===== src/rtl/spart_pkg.sv =====
// Shared SPART types and constants: receiver FSM states, default framing
// parameters and the bus ioaddr map.
package spart_pkg;

    typedef enum logic [1:0] {
        RX_IDLE,
        RX_START,
        RX_DATA,
        RX_STOP
    } rx_state_t;

    localparam int SPART_OVERSAMPLE = 16;
    localparam int SPART_DATA_BITS  = 8;

    localparam logic [1:0] IOADDR_DATA   = 2'b00;
    localparam logic [1:0] IOADDR_STATUS = 2'b01;
    localparam logic [1:0] IOADDR_DB_LO  = 2'b10;
    localparam logic [1:0] IOADDR_DB_HI  = 2'b11;

    function automatic logic maj3(input logic a, input logic b, input logic c);
        return (a & b) | (a & c) | (b & c);
    endfunction

endpackage


===== src/rtl/spart_rx_if.sv =====
// Receive-side signal bundle between the SPART receiver (slave) and the
// baud generator / bus logic that drive and consume it (master).
interface spart_rx_if #(
    parameter int DATA_BITS = spart_pkg::SPART_DATA_BITS
);
    logic                 rx_baud_en;
    logic                 rxd;
    logic                 rda_clr;
    logic [DATA_BITS-1:0] rx_data;
    logic                 rda;
    logic                 framing_err;
    logic                 overrun_err;

    modport master (
        output rx_baud_en, rxd, rda_clr,
        input  rx_data, rda, framing_err, overrun_err
    );

    modport slave (
        input  rx_baud_en, rxd, rda_clr,
        output rx_data, rda, framing_err, overrun_err
    );
endinterface


===== src/rtl/spart_sync2.sv =====
// Two-flop synchroniser for an asynchronous SPART input; the reset value is a
// parameter so idle-high lines come out of reset already idle.
module spart_sync2 #(
    parameter logic RST_VAL = 1'b1
) (
    input  logic clk,
    input  logic rst,
    input  logic i_d,
    output logic o_q
);
    logic r_meta;
    logic r_q;

    always_ff @(posedge clk or posedge rst) begin
        if (rst) begin
            r_meta <= RST_VAL;
            r_q    <= RST_VAL;
        end else begin
            r_meta <= i_d;
            r_q    <= r_meta;
        end
    end

    assign o_q = r_q;
endmodule


===== src/rtl/spart_rx.sv =====
// SPART 8N1 receiver driven by the oversampled receive_baud enable.
// Define SPART_RX_MAJORITY_EN for 2-of-3 majority voting around each mid-bit.
module spart_rx
    import spart_pkg::*;
#(
    parameter int DATA_BITS  = SPART_DATA_BITS,
    parameter int OVERSAMPLE = SPART_OVERSAMPLE
) (
    input  logic       clk,
    input  logic       rst,
    spart_rx_if.slave  bus
);
    localparam int TW = $clog2(OVERSAMPLE);
    localparam int BW = $clog2(DATA_BITS + 1);

    // After the start decision the tick counter restarts, so every later
    // decision lands one full bit period on, at OVERSAMPLE-1.
    localparam logic [TW-1:0] BIT_DEC  = TW'(OVERSAMPLE - 1);
    localparam logic [BW-1:0] LAST_BIT = BW'(DATA_BITS - 1);

    logic w_rxs;
    logic w_bit;

    spart_sync2 #(.RST_VAL(1'b1)) u_sync (
        .clk (clk),
        .rst (rst),
        .i_d (bus.rxd),
        .o_q (w_rxs)
    );

`ifdef SPART_RX_MAJORITY_EN
    localparam logic [TW-1:0] START_DEC = TW'(OVERSAMPLE / 2);

    logic [1:0] r_hist;

    always_ff @(posedge clk or posedge rst) begin
        if (rst) begin
            r_hist <= 2'b11;
        end else if (bus.rx_baud_en) begin
            r_hist <= {r_hist[0], w_rxs};
        end
    end

    assign w_bit = maj3(r_hist[1], r_hist[0], w_rxs);
`else
    localparam logic [TW-1:0] START_DEC = TW'(OVERSAMPLE / 2 - 1);

    assign w_bit = w_rxs;
`endif

    rx_state_t            r_state;
    logic [TW-1:0]        r_tick;
    logic [BW-1:0]        r_bit;
    logic [DATA_BITS-1:0] r_shift;
    logic [DATA_BITS-1:0] r_rx_data;
    logic                 r_rda;
    logic                 r_framing_err;
    logic                 r_overrun_err;

    always_ff @(posedge clk or posedge rst) begin
        if (rst) begin
            r_state       <= RX_IDLE;
            r_tick        <= '0;
            r_bit         <= '0;
            r_shift       <= '0;
            r_rx_data     <= '0;
            r_rda         <= 1'b0;
            r_framing_err <= 1'b0;
            r_overrun_err <= 1'b0;
        end else begin
            // A read clears status; a commit later in this block overrides it.
            if (bus.rda_clr) begin
                r_rda         <= 1'b0;
                r_framing_err <= 1'b0;
                r_overrun_err <= 1'b0;
            end

            if (bus.rx_baud_en) begin
                case (r_state)
                    RX_IDLE: begin
                        if (!w_rxs) begin
                            r_state <= RX_START;
                            r_tick  <= '0;
                        end
                    end
                    RX_START: begin
                        if (r_tick == START_DEC) begin
                            r_tick <= '0;
                            r_bit  <= '0;
                            r_state <= w_bit ? RX_IDLE : RX_DATA;
                        end else begin
                            r_tick <= r_tick + TW'(1);
                        end
                    end
                    RX_DATA: begin
                        if (r_tick == BIT_DEC) begin
                            r_tick  <= '0;
                            r_shift <= {w_bit, r_shift[DATA_BITS-1:1]};
                            if (r_bit == LAST_BIT) begin
                                r_state <= RX_STOP;
                            end else begin
                                r_bit <= r_bit + BW'(1);
                            end
                        end else begin
                            r_tick <= r_tick + TW'(1);
                        end
                    end
                    RX_STOP: begin
                        if (r_tick == BIT_DEC) begin
                            r_tick  <= '0;
                            r_state <= RX_IDLE;
                            if (!r_rda || bus.rda_clr) begin
                                r_rx_data     <= r_shift;
                                r_rda         <= 1'b1;
                                r_framing_err <= ~w_bit;
                            end else begin
                                r_overrun_err <= 1'b1;
                            end
                        end else begin
                            r_tick <= r_tick + TW'(1);
                        end
                    end
                    default: r_state <= RX_IDLE;
                endcase
            end
        end
    end

    assign bus.rx_data     = r_rx_data;
    assign bus.rda         = r_rda;
    assign bus.framing_err = r_framing_err;
    assign bus.overrun_err = r_overrun_err;
endmodule

===== src/flat_wrapper.sv =====
// flat-port wrapper written by rule: the top's interface ports become plain ports
module spart_rx_flat import spart_pkg::*;
#(
    parameter int DATA_BITS  = SPART_DATA_BITS,
    parameter int OVERSAMPLE = SPART_OVERSAMPLE
)
  (clk, rst, bus_rx_baud_en, bus_rxd, bus_rda_clr, bus_rx_data, bus_rda, bus_framing_err, bus_overrun_err);
  spart_rx_if #(.DATA_BITS(DATA_BITS)) bus_i ();
  input  logic clk;
  input  logic rst;
  input wire logic [$bits(bus_i.rx_baud_en)-1:0] bus_rx_baud_en;
  input wire logic [$bits(bus_i.rxd)-1:0] bus_rxd;
  input wire logic [$bits(bus_i.rda_clr)-1:0] bus_rda_clr;
  output wire logic [$bits(bus_i.rx_data)-1:0] bus_rx_data;
  output wire logic [$bits(bus_i.rda)-1:0] bus_rda;
  output wire logic [$bits(bus_i.framing_err)-1:0] bus_framing_err;
  output wire logic [$bits(bus_i.overrun_err)-1:0] bus_overrun_err;
  assign bus_i.rx_baud_en = bus_rx_baud_en;
  assign bus_i.rxd = bus_rxd;
  assign bus_i.rda_clr = bus_rda_clr;
  assign bus_rx_data = bus_i.rx_data;
  assign bus_rda = bus_i.rda;
  assign bus_framing_err = bus_i.framing_err;
  assign bus_overrun_err = bus_i.overrun_err;
  spart_rx #(.DATA_BITS(DATA_BITS), .OVERSAMPLE(OVERSAMPLE)) u_core (.clk(clk), .rst(rst), .bus(bus_i));
endmodule

===== config.mk =====
export PLATFORM = sky130hd
export DESIGN_NAME = spart_rx_flat
export DESIGN_NICKNAME = d
export VERILOG_FILES = /design/src/rtl/spart_pkg.sv /design/src/rtl/spart_rx_if.sv /design/src/rtl/spart_sync2.sv /design/src/rtl/spart_rx.sv /design/src/flat_wrapper.sv
export SDC_FILE = /design/constraint.sdc
export NUM_CORES = 1
export LEC_CHECK = 0
export ABC_AREA = 1
export CAP_MARGIN = 15
export CELL_PAD_IN_SITES_DETAIL_PLACEMENT = 1
export CELL_PAD_IN_SITES_GLOBAL_PLACEMENT = 2
export CORE_UTILIZATION = 36
export DETAILED_ROUTE_END_ITERATION = 16
export GPL_ROUTABILITY_DRIVEN = 0
export HOLD_SLACK_MARGIN = 0.05
export PLACE_DENSITY = 0.79
export SLEW_MARGIN = 5
export SYNTH_ARGS = -nofsm -noshare
export SYNTH_HDL_FRONTEND = slang
export SYNTH_SLANG_ARGS = --single-unit

===== constraint.sdc =====
create_clock -name clk -period 4.37 [get_ports clk]
set_input_delay 1.0925 -clock clk [delete_from_list [all_inputs] [get_ports clk]]
set_output_delay 1.0925 -clock clk [all_outputs]
set_load 0.005 [all_outputs]

==> results of run 1 <==
==> critical path, delay by kind of cell <==
family	cells	cell delay, ps
buffers and inverters	2	660
AO/OA/AOI/OAI	1	160
AND/OR/NAND/NOR	1	530
==> stage by stage <==
stage,std cells,setup WS [ps],cell area [sq um]
final,231,2050,1770
after CTS,231,2060,1770
after detailed placement,223,1770,1650
after global placement,223,1830,1650
after floorplan,161,2460,1460
after global routing,231,1940,1770
==> layer usage <==
layer  part of all wire (%)  vias to the layer above  wire, um
met1                     48                      511      1400
met3                    3.4                        4        98
met4                    1.7                        0        49
met2                     47                       13      1360
met5                      0                        -         0
li1                       -                      544         -
==> synth_stat cells, drive strengths merged <==
cell / count
nand3: 10
or2: 1
nor2: 12
inv: 26
a21oi: 4
buf: 2
ha: 2
nor3: 2
o22ai: 1
dfrtp: 29
nand2: 47
o21ai: 18
dfstp: 2
xor2: 2
a22o: 1
nand3b: 1
xnor2: 1
==> worst max path at each step <==
stage | start | to | slack (ps)
CTS | bus_rx_baud_en | u_core.r_shift[6] | 2060
global route | bus_rx_baud_en | u_core.r_shift[5] | 1940
global placement | bus_rx_baud_en | u_core.r_shift[6] | 1830
finish | bus_rx_baud_en | u_core.r_shift[6] | 2050
detailed placement | bus_rx_baud_en | u_core.r_shift[3] | 1770
floorplan | bus_rx_baud_en | u_core.bus.rx_data[1] | 2460
==> registers in the layout, indices dropped and copies added, names as in the netlist, named ones only <==
signal	count
u_core.bus.framing_err	1
u_core.u_sync.r_meta	1
u_core.bus.overrun_err	1
u_core.u_sync.o_q	1
u_core.bus.rx_data	8
u_core.r_tick	4
u_core.r_bit	4
u_core.bus.rda	1
u_core.r_state	1
u_core.r_shift	8
==> power groups by stage <==
stage | Sequential (uW) | Combinational [uW] | Clock (uW)
detailed placement | 376 | 201 | 0
floorplan | 365 | 150 | 0
global placement | 374 | 194 | 0
CTS | 371 | 202 | 306
finish | 370 | 197 | 295
global route | 378 | 230 | 312
==> area by class of cell <==
type / instances / area share, %
clock buffers: 6 / 4.67
clock inverters: 2 / 1.98
inverters: 26 / 5.52
multi-input cells: 102 / 31.5
flip-flops and latches: 31 / 44.0
well taps: 48 / 3.40
repair buffers: 16 / 8.92
==> cells in the final DEF (no fill, tap or decap), drive strengths merged <==
master          n
o22ai           1
clkdlybuf4s50  15
nor3            2
clkbuf          6
ha              2
dfrtp          29
or2             1
nand2          47
nand3b          1
bufinv          1
xnor2           1
clkinv          1
nor2           12
inv            26
nand3          10
o21ai          18
a22o            1
a21oi           4
dfstp           2
xor2            2
buf             1
==> cell families after synthesis <==
group                      count (synthesis)  share of synthesized area (%)
DFF                                       31                           53.5
AOI/OAI and AO/OA                         24                           11.2
and+or+nand+nor                           73                           23.6
adders and majority gates                  2                           1.72
xor gates and xnor gates                   3                           1.81
buffers and inverters                     28                           8.25
==> results.sh, run 1 <==
export IMPL_r2r_end="u_core.r_shift[6]"
export IMPL_p_clk_share_pct=34.3
export IMPL_fmax_ghz=0.431
export IMPL_cts_tree="done"
export IMPL_regArea_sq_um=778
export IMPL_tns_ps=0
export IMPL_worstSetupPathType="input port to flop"
export IMPL_busiest_layer="met2"
export IMPL_antenna_found_initial=0
export IMPL_grtUsageMet3_pct=4.69
export IMPL_finalClockSkew_ps=8.71
export IMPL_swShare_pct=32.6
export IMPL_hold_path_cell_count=0
export IMPL_ys_seq_area_share_pct=53.5
export IMPL_ant_nets=0
export IMPL_cts_buffer_depth=2
export IMPL_rrSetupSlack_ps=2740
export IMPL_period_needed_ps=2320
export IMPL_max_cap_violations=0
export IMPL_drt_iter0_drc=43
export IMPL_num_fill_cells=452
export IMPL_p_int_uw=581
export IMPL_drive_above_1_share_pct=16.4
export IMPL_hold_path_end="u_core.u_sync.o_q"
export IMPL_grt_pass1_vias=1136
export IMPL_timing_rr_start="u_core.r_tick[0]"
export IMPL_p_total_uw=862
export IMPL_seq_power_share_pct=42.9
export IMPL_port_buffers=15
export IMPL_grt_max_degree=21
export IMPL_synth_seq_cells=31
export IMPL_crit_chain="clkdlybuf4s50_1 > inv_1 > nor3_4 > o21ai_0"
export IMPL_synth_cell_types=23
export IMPL_post_cts_resized=0
export IMPL_worstSetupStartpointType="input port"
export IMPL_final_core_util_pct=46.9
export IMPL_die_h_um=65.6
export IMPL_cts_setup_buffers=0
export IMPL_drt_pass1_iter_count=4
export IMPL_initial_core_util_pct=38.6
export IMPL_diodes=0
export IMPL_fin_nets=189
export IMPL_wirelength_um=2910
export IMPL_yosys_area_top_type_share_pct=49.9
export IMPL_status="finished clean"
export IMPL_cp_slowest_cell="nor3_4"
export IMPL_yosysWarnings=0
export IMPL_dp_hpwl_um=2110
export IMPL_die_area_sq_mm=0.00430
export IMPL_multi_input_area_sq_um=557
export IMPL_hold_buffers=0
export IMPL_irDropWorstVdd_mv=0.271
export IMPL_path_clk_slew_ps=60
export IMPL_use_met1_pct=20.8
export IMPL_grt_pass1_wl_um=5250
export IMPL_io_pins=16
export IMPL_ff2ff_path_depth=4
export IMPL_core_sq_mm=0.00377
export IMPL_rsz0062_at_grt="no"
export IMPL_use_met2_pct=26.0
export IMPL_hold_start="u_core.u_sync.r_meta"
export IMPL_post_route_period_util_pct=53.1
export IMPL_p_switching_uw=281
export IMPL_syn_inst=161
export IMPL_synth_area_leaders="dfrtp_1 50%, nand2_1 12%, inv_1 6.2%"
export IMPL_clock_latency_ps=280
export IMPL_drc=0
export IMPL_crit_arrival_ps=2460
export IMPL_leakagePower_uw=0.000845
export IMPL_post_drt_wl_per_cell_um=12.6
export IMPL_via_per_inst=4.64
export IMPL_fin_hold_ws_ps=361
export IMPL_netlist_area_sq_mm=0.00146
export IMPL_cp_end_kind="flop"
export IMPL_finalHoldViolations=0
export IMPL_grtUsageTotal_pct=16.5
export IMPL_rows=22
export IMPL_syn_area_per_cell_sq_um=9.04
export IMPL_grt_ovfl_total=0
export IMPL_cp_max_fo=16
export IMPL_clock_sinks=31
export IMPL_crit_path_max_incr_delay_ps=530
export IMPL_synth_area_leader_cell="dfrtp_1"
export IMPL_htree_levels=2
export IMPL_cts_buffers=5
export IMPL_syn_num_nets=168
export IMPL_p_per_area_mw_per_mm2=487
export IMPL_area_delta_synth_final_pct=21.5
export IMPL_vias=1072
export IMPL_die_x_um=65.6
export IMPL_cts_root_buf="clkbuf_8"
export IMPL_hold_path_class="flop to flop"
export IMPL_finalSetupViolCount=0
export IMPL_report_final_slew_viol_count=0
export IMPL_combPwrFrac_pct=22.8
export IMPL_required_ps=4500
export IMPL_relSlewSlack_pct=44.0
export IMPL_tightestPinTransition_ps=839
Note: power is estimated with default switching activity, not from simulation.
==> inputs of run 2 (changes only) <==
--- a/config.mk
+++ b/config.mk
@@ -9,11 +9,11 @@
 export CAP_MARGIN = 15
 export CELL_PAD_IN_SITES_DETAIL_PLACEMENT = 1
 export CELL_PAD_IN_SITES_GLOBAL_PLACEMENT = 2
-export CORE_UTILIZATION = 36
+export CORE_UTILIZATION = 34
 export DETAILED_ROUTE_END_ITERATION = 16
 export GPL_ROUTABILITY_DRIVEN = 0
 export HOLD_SLACK_MARGIN = 0.05
-export PLACE_DENSITY = 0.79
+export PLACE_DENSITY = 0.75
 export SLEW_MARGIN = 5
 export SYNTH_ARGS = -nofsm -noshare
 export SYNTH_HDL_FRONTEND = slang
==> constraint.sdc (replaced) <==
create_clock -name clk -period 2.2 [get_ports clk]
set_input_delay 0.55 -clock clk [delete_from_list [all_inputs] [get_ports clk]]
set_output_delay 0.55 -clock clk [all_outputs]
set_load 0.005 [all_outputs]
==> results.sh, run 2 (same netlist as run 1, synthesis figures left out) <==
export IMPL_status="finished clean"
export IMPL_worstSetupPathType="flop to output port"
export IMPL_grt_pass1_wl_um=5230
export IMPL_port_buffers=15
export IMPL_grt_pass1_vias=1163
export IMPL_crit_chain="clkdlybuf4s50_1"
export IMPL_drt_pass1_iter_count=4
export IMPL_drt_iter0_drc=58
export IMPL_tns_ps=0
export IMPL_leakagePower_uw=0.000837
export IMPL_cts_root_buf="clkbuf_8"
export IMPL_relSlewSlack_pct=73.5
export IMPL_initial_core_util_pct=35.9
export IMPL_die_area_sq_mm=0.00455
export IMPL_post_drt_wl_per_cell_um=12.8
export IMPL_path_clk_slew_ps=60
export IMPL_grtUsageTotal_pct=15.9
export IMPL_hold_start="u_core.u_sync.r_meta"
export IMPL_via_per_inst=4.65
export IMPL_drive_above_1_share_pct=16.3
export IMPL_required_ps=1650
export IMPL_r2r_end="u_core.bus.rx_data[5]"
export IMPL_crit_path_start="u_core.bus.rda"
export IMPL_multi_input_area_sq_um=557
export IMPL_fin_hold_ws_ps=358
export IMPL_cts_setup_buffers=0
export IMPL_period_needed_ps=1720
export IMPL_hold_path_class="flop to flop"
export IMPL_htree_levels=2
export IMPL_finalHoldViolations=0
export IMPL_dp_hpwl_um=2190
export IMPL_final_cell_mix="46 x nand2_1, 29 x dfrtp_1, 24 x inv_1"
export IMPL_clock_latency_ps=280
export IMPL_report_final_slew_viol_count=0
export IMPL_irDropWorstVdd_mv=0.492
export IMPL_crit_cells=1
export IMPL_timing_rr_start="u_core.r_tick[0]"
export IMPL_tightestPinTransition_ps=397
export IMPL_diodes=0
export IMPL_wirelength_um=2990
export IMPL_p_per_area_mw_per_mm2=907
export IMPL_post_cts_resized=0
export IMPL_die_x_um=67.4
export IMPL_ant_nets=0
export IMPL_crit_arrival_ps=1170
export IMPL_cp_max_fo=3
export IMPL_ff2ff_path_depth=6
export IMPL_core_sq_mm=0.00406
export IMPL_worstSetupStartpointType="flop"
export IMPL_regArea_sq_um=778
export IMPL_crit_path_max_incr_delay_ps=510
export IMPL_worstSetupEndpoint="bus_rda"
export IMPL_io_pins=16
export IMPL_num_fill_cells=490
export IMPL_fmax_ghz=0.582
export IMPL_cp_num_buf_inv=1
export IMPL_grt_max_degree=32
export IMPL_vias=1087
export IMPL_antenna_found_initial=0
export IMPL_rsz0062_at_grt="no"
export IMPL_cp_end_kind="output port"
export IMPL_area_delta_synth_final_pct=20.4
export IMPL_grt_ovfl_total=0
export IMPL_finalClockSkew_ps=7.24
export IMPL_die_h_um=67.4
export IMPL_drc=0
export IMPL_layout_commonest_cell="nand2_1"
export IMPL_cts_tree="done"
export IMPL_finalSetupViolCount=0
export IMPL_cts_buffer_depth=2
export IMPL_fin_nets=190
export IMPL_hold_buffers=0
export IMPL_max_cap_violations=0
export IMPL_rrSetupSlack_ps=700
export IMPL_post_route_period_util_pct=78.1
export IMPL_rows=23
export IMPL_cts_buffers=5
export IMPL_cpLargestDelayFamily="buffers and inverters"
export IMPL_cp_slowest_cell="clkdlybuf4s50_1"
export IMPL_clock_sinks=31
run 2: changes by cell type in the layout (fill, tap and decap cells not counted), sizes merged:
| cell | delta |
|---|---|
| clkbuf | +1 |
| bufinv | -1 |
| buf | +1 |
run 2: final cells by class:
| type | count | share of cell area (%) |
|---|---|---|
| Clock buffer | 7 | 4.93 |
| Timing Repair Buffer | 17 | 9.43 |
| Tap cell | 50 | 3.57 |
| Clock inverter | 1 | 0.286 |
| Multi-Input combinational cell | 102 | 31.8 |
| Inverter | 26 | 5.57 |
| Sequential cell | 31 | 44.4 |
run 2: worst min path at each step:
stage                   endpoint  cells after the start
2_1_floorplan  u_core.u_sync.o_q                      0
3_3_place_gp   u_core.u_sync.o_q                      0
3_5_place_dp   u_core.u_sync.o_q                      0
4_1_cts        u_core.u_sync.o_q                      0
5_1_grt        u_core.u_sync.o_q                      0
6_report       u_core.u_sync.o_q                      0
run 2: report_power, final:
group | switching (uW) | internal (uW) | leakage [uW]
sequential | 89.6 | 648 | 0.000392
combinational | 255 | 142 | 0.000397
clock | 203 | 252 | 0.0000482
total | 548 | 1040 | 0.000837
run 2: routing by layer:
layer / up-vias / GRT usage, % / wire length, um
met4: 0 / 6.38 / 44
met2: 20 / 26.0 / 1470
met1: 515 / 19.4 / 1360
met5: - / 0 / 0
met3: 5 / 5.07 / 103
li1: 547 / - / -
run 2: stage by stage:
stage / area (sq um) / setup WS (ps) / cells / total power (uW) / util, %
5_1_grt: 1750 / 441 / 234 / 1710 / 43.2
3_3_place_gp: 1660 / 257 / 226 / 1120 / 40.9
4_1_cts: 1750 / 464 / 234 / 1620 / 43.2
3_5_place_dp: 1660 / 234 / 226 / 1150 / 40.9
2_1_floorplan: 1460 / 815 / 161 / 1020 / -
6_report: 1750 / 481 / 234 / 1590 / 43.2
==> RTL change 1: new RTL, config.mk and constraints of run 2 <==
The option `SPART_RX_MAJORITY_EN` is turned on by a define.
--- a/src/rtl/spart_rx.sv
+++ b/src/rtl/spart_rx.sv
@@ -1,4 +1,6 @@
 // SPART 8N1 receiver driven by the oversampled receive_baud enable.
 // Define SPART_RX_MAJORITY_EN for 2-of-3 majority voting around each mid-bit.
+`define SPART_RX_MAJORITY_EN
+
 module spart_rx
     import spart_pkg::*;
Function: no difference found for any inputs over 10 cycles, from zero or initial values and one cycle with rst high; that may be too few to reach the edited logic, so the function may still have changed.
==> RTL change 1 against run 2 <==
  * Largest power group unchanged
  * Hold slack worse by 0.00060 ns
  * Clock skew down 0.0042 ns
  * Routed wire length up 8.5%
  * Fmax up 1.1%
  * Final area up 6.6%
  * Total power up 16%
  * Highest routed layer unchanged
  * Sequential share of layout area up 0.075 points
  * Largest cell class unchanged
  * Synthesized area up 5.9%
  * Clock power up 30%
  * Setup slack better by 0.019 ns
  * Sequential cell count up 2
==> RTL change 1: results (changes against run 2) <==
metric;value;unit;change
wl_met2;1.52;mm;was 1.47 mm
met3_length;113;um;was 103 um
ctsHtreeMaxLevel;2;;unchanged
placed_area;1750;um^2;was 1660 um^2
p_comb_frac;0.245;;was 0.249
portBuffers;15;;unchanged
multi_input_comb_area;607;um^2;was 557 um^2
synthTopCellsByCount;nand2_1 (52), dfrtp_1 (29), inv_1 (22), nand3_1 (14), o21ai_0 (14);;was nand2_1 (46), dfrtp_1 (29), inv_1 (24), nor2_1 (10), o21ai_2 (10)
seq-power;804;uW;was 738 uW
leakagePower;0.000882;uW;was 0.000837 uW
drive_gt1_frac;0.144;;was 0.163
grt_pass1_wl;5.66;mm;was 5.23 mm
critical_path.reg2reg.endpoint;u_core.r_bit[1]$_DFFE_PP0P_;;was u_core.bus.rx_data[5]$_DFFE_PP0P_
yosysSeqAreaShare;0.539;;was 0.535
cts_made_buffers;5;;unchanged
vias;1180;;was 1087
setup.worst_path.end;bus_rx_data[5];;was bus_rda
crit_start;u_core.bus.rx_data[5]$_DFFE_PP0P_;;was u_core.bus.rda$_DFF_PP0_
postCtsSetupRepairBufs;0;;unchanged
r2r_slack;0.56;ns;was 0.70 ns
syn_nets;181;;was 168
worst_pin_slew;0.441;ns;was 0.397 ns
highest_layer;met4;;unchanged
crit_fanout;2;;was 3
r2r_cells;8;;was 6
grt.total_usage;0.150;;was 0.159
use_met3;0.0509;;was 0.0507
ys_types;24;;was 23
status;completed;;unchanged
holdPathEnd;u_core.u_sync.o_q$_DFF_PP1_;;unchanged
nFillCells;513;;was 490
synth.mux.area_fraction;0;;unchanged
finClkSkew;0.00302;ns;was 0.00724 ns
cts_root_buf;clkbuf_8;;unchanged
holdWs;0.357;ns;was 0.358 ns
synth_xor_area_frac;0.0170;;was 0.0181
clk_pin_slew;0.07;ns;
wl_met1;1.57;mm;was 1.36 mm
synth_fa_ha_area_frac;0.0244;;was 0.0172
synth_compound_area_frac;0.104;;was 0.112
worst-endpoint-arrival;1.15;ns;was 1.17 ns
synth.area.top_cells;dfrtp_1 (47%), nand2_1 (13%), dfstp_2 (6.8%);;was dfrtp_1 (50%), nand2_1 (12%), inv_1 (6.2%)
post-dp-hpwl;2.32;mm;was 2.19 mm
use_met2;0.229;;was 0.260
use_met1;0.200;;was 0.194
final_net_count;202;;was 190
netSwitchingFraction;0.335;;was 0.345
path_delay_family;buffers and inverters;;unchanged
drt_first_pass_iters;4;;unchanged
peakVddDrop;465;uV;was 492 uV
grt_max_degree;34;;was 32
drtIter0Drc;54;;was 58
wl_per_cell;13.1;um;was 12.8 um
## RTL change 1: area by class of cell
cell class / instances / share of cell area
clock buffers: 7 / 0.0462
inverters: 22 / 0.0442
repair buffers: 17 / 0.0885
multi-input cells: 115 / 0.325
flip-flops and latches: 33 / 0.445
clock inverters: 1 / 0.0161
well taps: 52 / 0.0349
## RTL change 1: logic make-up after synthesis
group	after synthesis
flip-flops	33
AND/OR/NAND/NOR	82
AO/OA/AOI/OAI	27
adder cells (fa/ha/maj)	3
buffers and inverters	25
XOR/XNOR	3
## RTL change 1: stage by stage
| stage | power [uW] | std cells | setup WS (ns) |
|---|---|---|---|
| 2_1_floorplan | 1130 | 173 | 0.641 |
| 3_3_place_gp | 1240 | 239 | 0.254 |
| 3_5_place_dp | 1270 | 239 | 0.222 |
| 4_1_cts | 1880 | 247 | 0.482 |
| 5_1_grt | 1970 | 247 | 0.400 |
| 6_report | 1850 | 247 | 0.500 |
==> RTL change 2: new RTL, settings of run 2 <==
Made on the original files. Re-encode `rx_state_t` (4 states) as Gray code, 2 bits wide.
--- a/src/rtl/spart_pkg.sv
+++ b/src/rtl/spart_pkg.sv
@@ -4,8 +4,8 @@
 
     typedef enum logic [1:0] {
-        RX_IDLE,
-        RX_START,
-        RX_DATA,
-        RX_STOP
+        RX_IDLE  = 2'b00,
+        RX_START = 2'b01,
+        RX_DATA  = 2'b11,
+        RX_STOP  = 2'b10
     } rx_state_t;
 
Behaviour: no difference found for any inputs over 10 cycles, from zero or initial values and one cycle with rst high; not proved beyond that.
==> RTL change 2 against run 2 <==
  * Sequential power fell by 3.5%
  * Setup slack improved by 0.010 ns
  * Final cell count rose by 2.6%
  * Fmax rose by 0.61%
  * Sequential share of layout area fell by 0.56 points
  * Routed wire length fell by 1.5%
  * Largest power group unchanged
  * Synthesized area rose by 0.26%
  * Sequential cell count did not move
  * Critical path type unchanged
  * Combinational power fell by 20%
  * Total power rose by 1.5%
  * Final area rose by 1.3%
  * Critical path depth did not move
  * Highest routed layer unchanged
  * Largest cell class unchanged
==> RTL change 2: results (changes against run 2) <==
metric;value;unit;change
grt_pass1_wl;5.03;mm;was 5.23 mm
area_share_nonclk_buffers;0.0931;;was 0.0943
wl_per_cell;12.3;um;was 12.8 um
highest_layer;met4;;unchanged
ys_warn_count;0;;unchanged
multi_input_comb_area;553;um^2;was 557 um^2
drive_gt1_frac;0.174;;was 0.163
status;completed;;unchanged
yosysSeqAreaShare;0.533;;was 0.535
multi_input_gates;108;;was 102
synth.area.top_cells;dfrtp_1 (50%), nand2_1 (13%), inv_1 (5.4%);;was dfrtp_1 (50%), nand2_1 (12%), inv_1 (6.2%)
use_met2;0.240;;was 0.260
synth_xor_area_frac;0.0120;;was 0.0181
ctsHtreeMaxLevel;2;;unchanged
post-dp-hpwl;2.16;mm;was 2.19 mm
drt-total-wl;2.94;mm;was 2.99 mm
wl_met2;1.36;mm;was 1.47 mm
finalMaxSlewViolations;0;;unchanged
grt.total_usage;0.154;;was 0.159
slew-limit-headroom;0.738;;was 0.735
wl_met1;1.41;mm;was 1.36 mm
ys_types;22;;was 23
use_met1;0.188;;was 0.194
path_delay_family;buffers and inverters;;unchanged
met3_length;105;um;was 103 um
clkbuf_count;6;;was 7
peakVddDrop;486;uV;was 492 uV
setup.worst_path.end;bus_rx_data[7];;was bus_rda
drtIter0Drc;46;;was 58
syn_nets;175;;was 168
crit_fanout;2;;was 3
placedCellCount;232;;was 226
nFillCells;484;;was 490
sh_seq_area;0.439;;was 0.444
timing.final.ws_setup;0.491;ns;was 0.481 ns
dp_slack;0.267;ns;was 0.234 ns
clk_share;0.0663;;was 0.0521
r2r_slack;0.67;ns;was 0.70 ns
crit_start;u_core.bus.rx_data[7]$_DFFE_PP0P_;;was u_core.bus.rda$_DFF_PP0_
synthTopCellsByCount;nand2_1 (50), dfrtp_1 (29), inv_1 (21), nor2_1 (11), o21ai_1 (11);;was nand2_1 (46), dfrtp_1 (29), inv_1 (24), nor2_1 (10), o21ai_2 (10)
avgSynthCellArea;8.68;um^2;was 9.04 um^2
finClkSkew;0.00797;ns;was 0.00724 ns
use_met3;0.0557;;was 0.0507
vias;1082;;was 1087
synth_compound_area_frac;0.112;;about the same
synth_fa_ha_area_frac;0.0172;;about the same
buffers;17;;unchanged
final_net_count;196;;was 190
leakagePower;0.000843;uW;was 0.000837 uW
==> RTL change 2: changes by cell type in the layout (fill, tap and decap cells not counted), sizes merged <==
cell    change
a21oi       +2
bufinv      +1
clkbuf      -1
nand2       +6
nand3b      -1
o21ai       +1
o22ai       -1
xnor2       -1
==> RTL change 2: kinds of logic (layout without fill, tap and decap cells) <==
group                    count (synthesis)  after routing
adder cells (fa/ha/maj)                  2              2
flip-flops                              31             31
buffers and inverters                   29             51
AND/OR/NAND/NOR                         78             78
AO/OA/AOI/OAI                           26             26
XOR/XNOR                                 2              2
==> RTL change 2: where the power goes <==
group | leakage, uW | switching (uW) | internal [uW] | total, uW
combinational | 0.000374 | 194 | 122 | 316
clock | 0.0000612 | 219 | 366 | 586
sequential | 0.000408 | 78.6 | 633 | 712
==> RTL change 2: metrics by stage <==
stage	cell area, um^2	hold WS, ns
floorplan	1460	0.345
global placement	1660	0.348
detailed placement	1660	0.351
CTS	1770	0.361
global route	1770	0.363
finish	1770	0.362
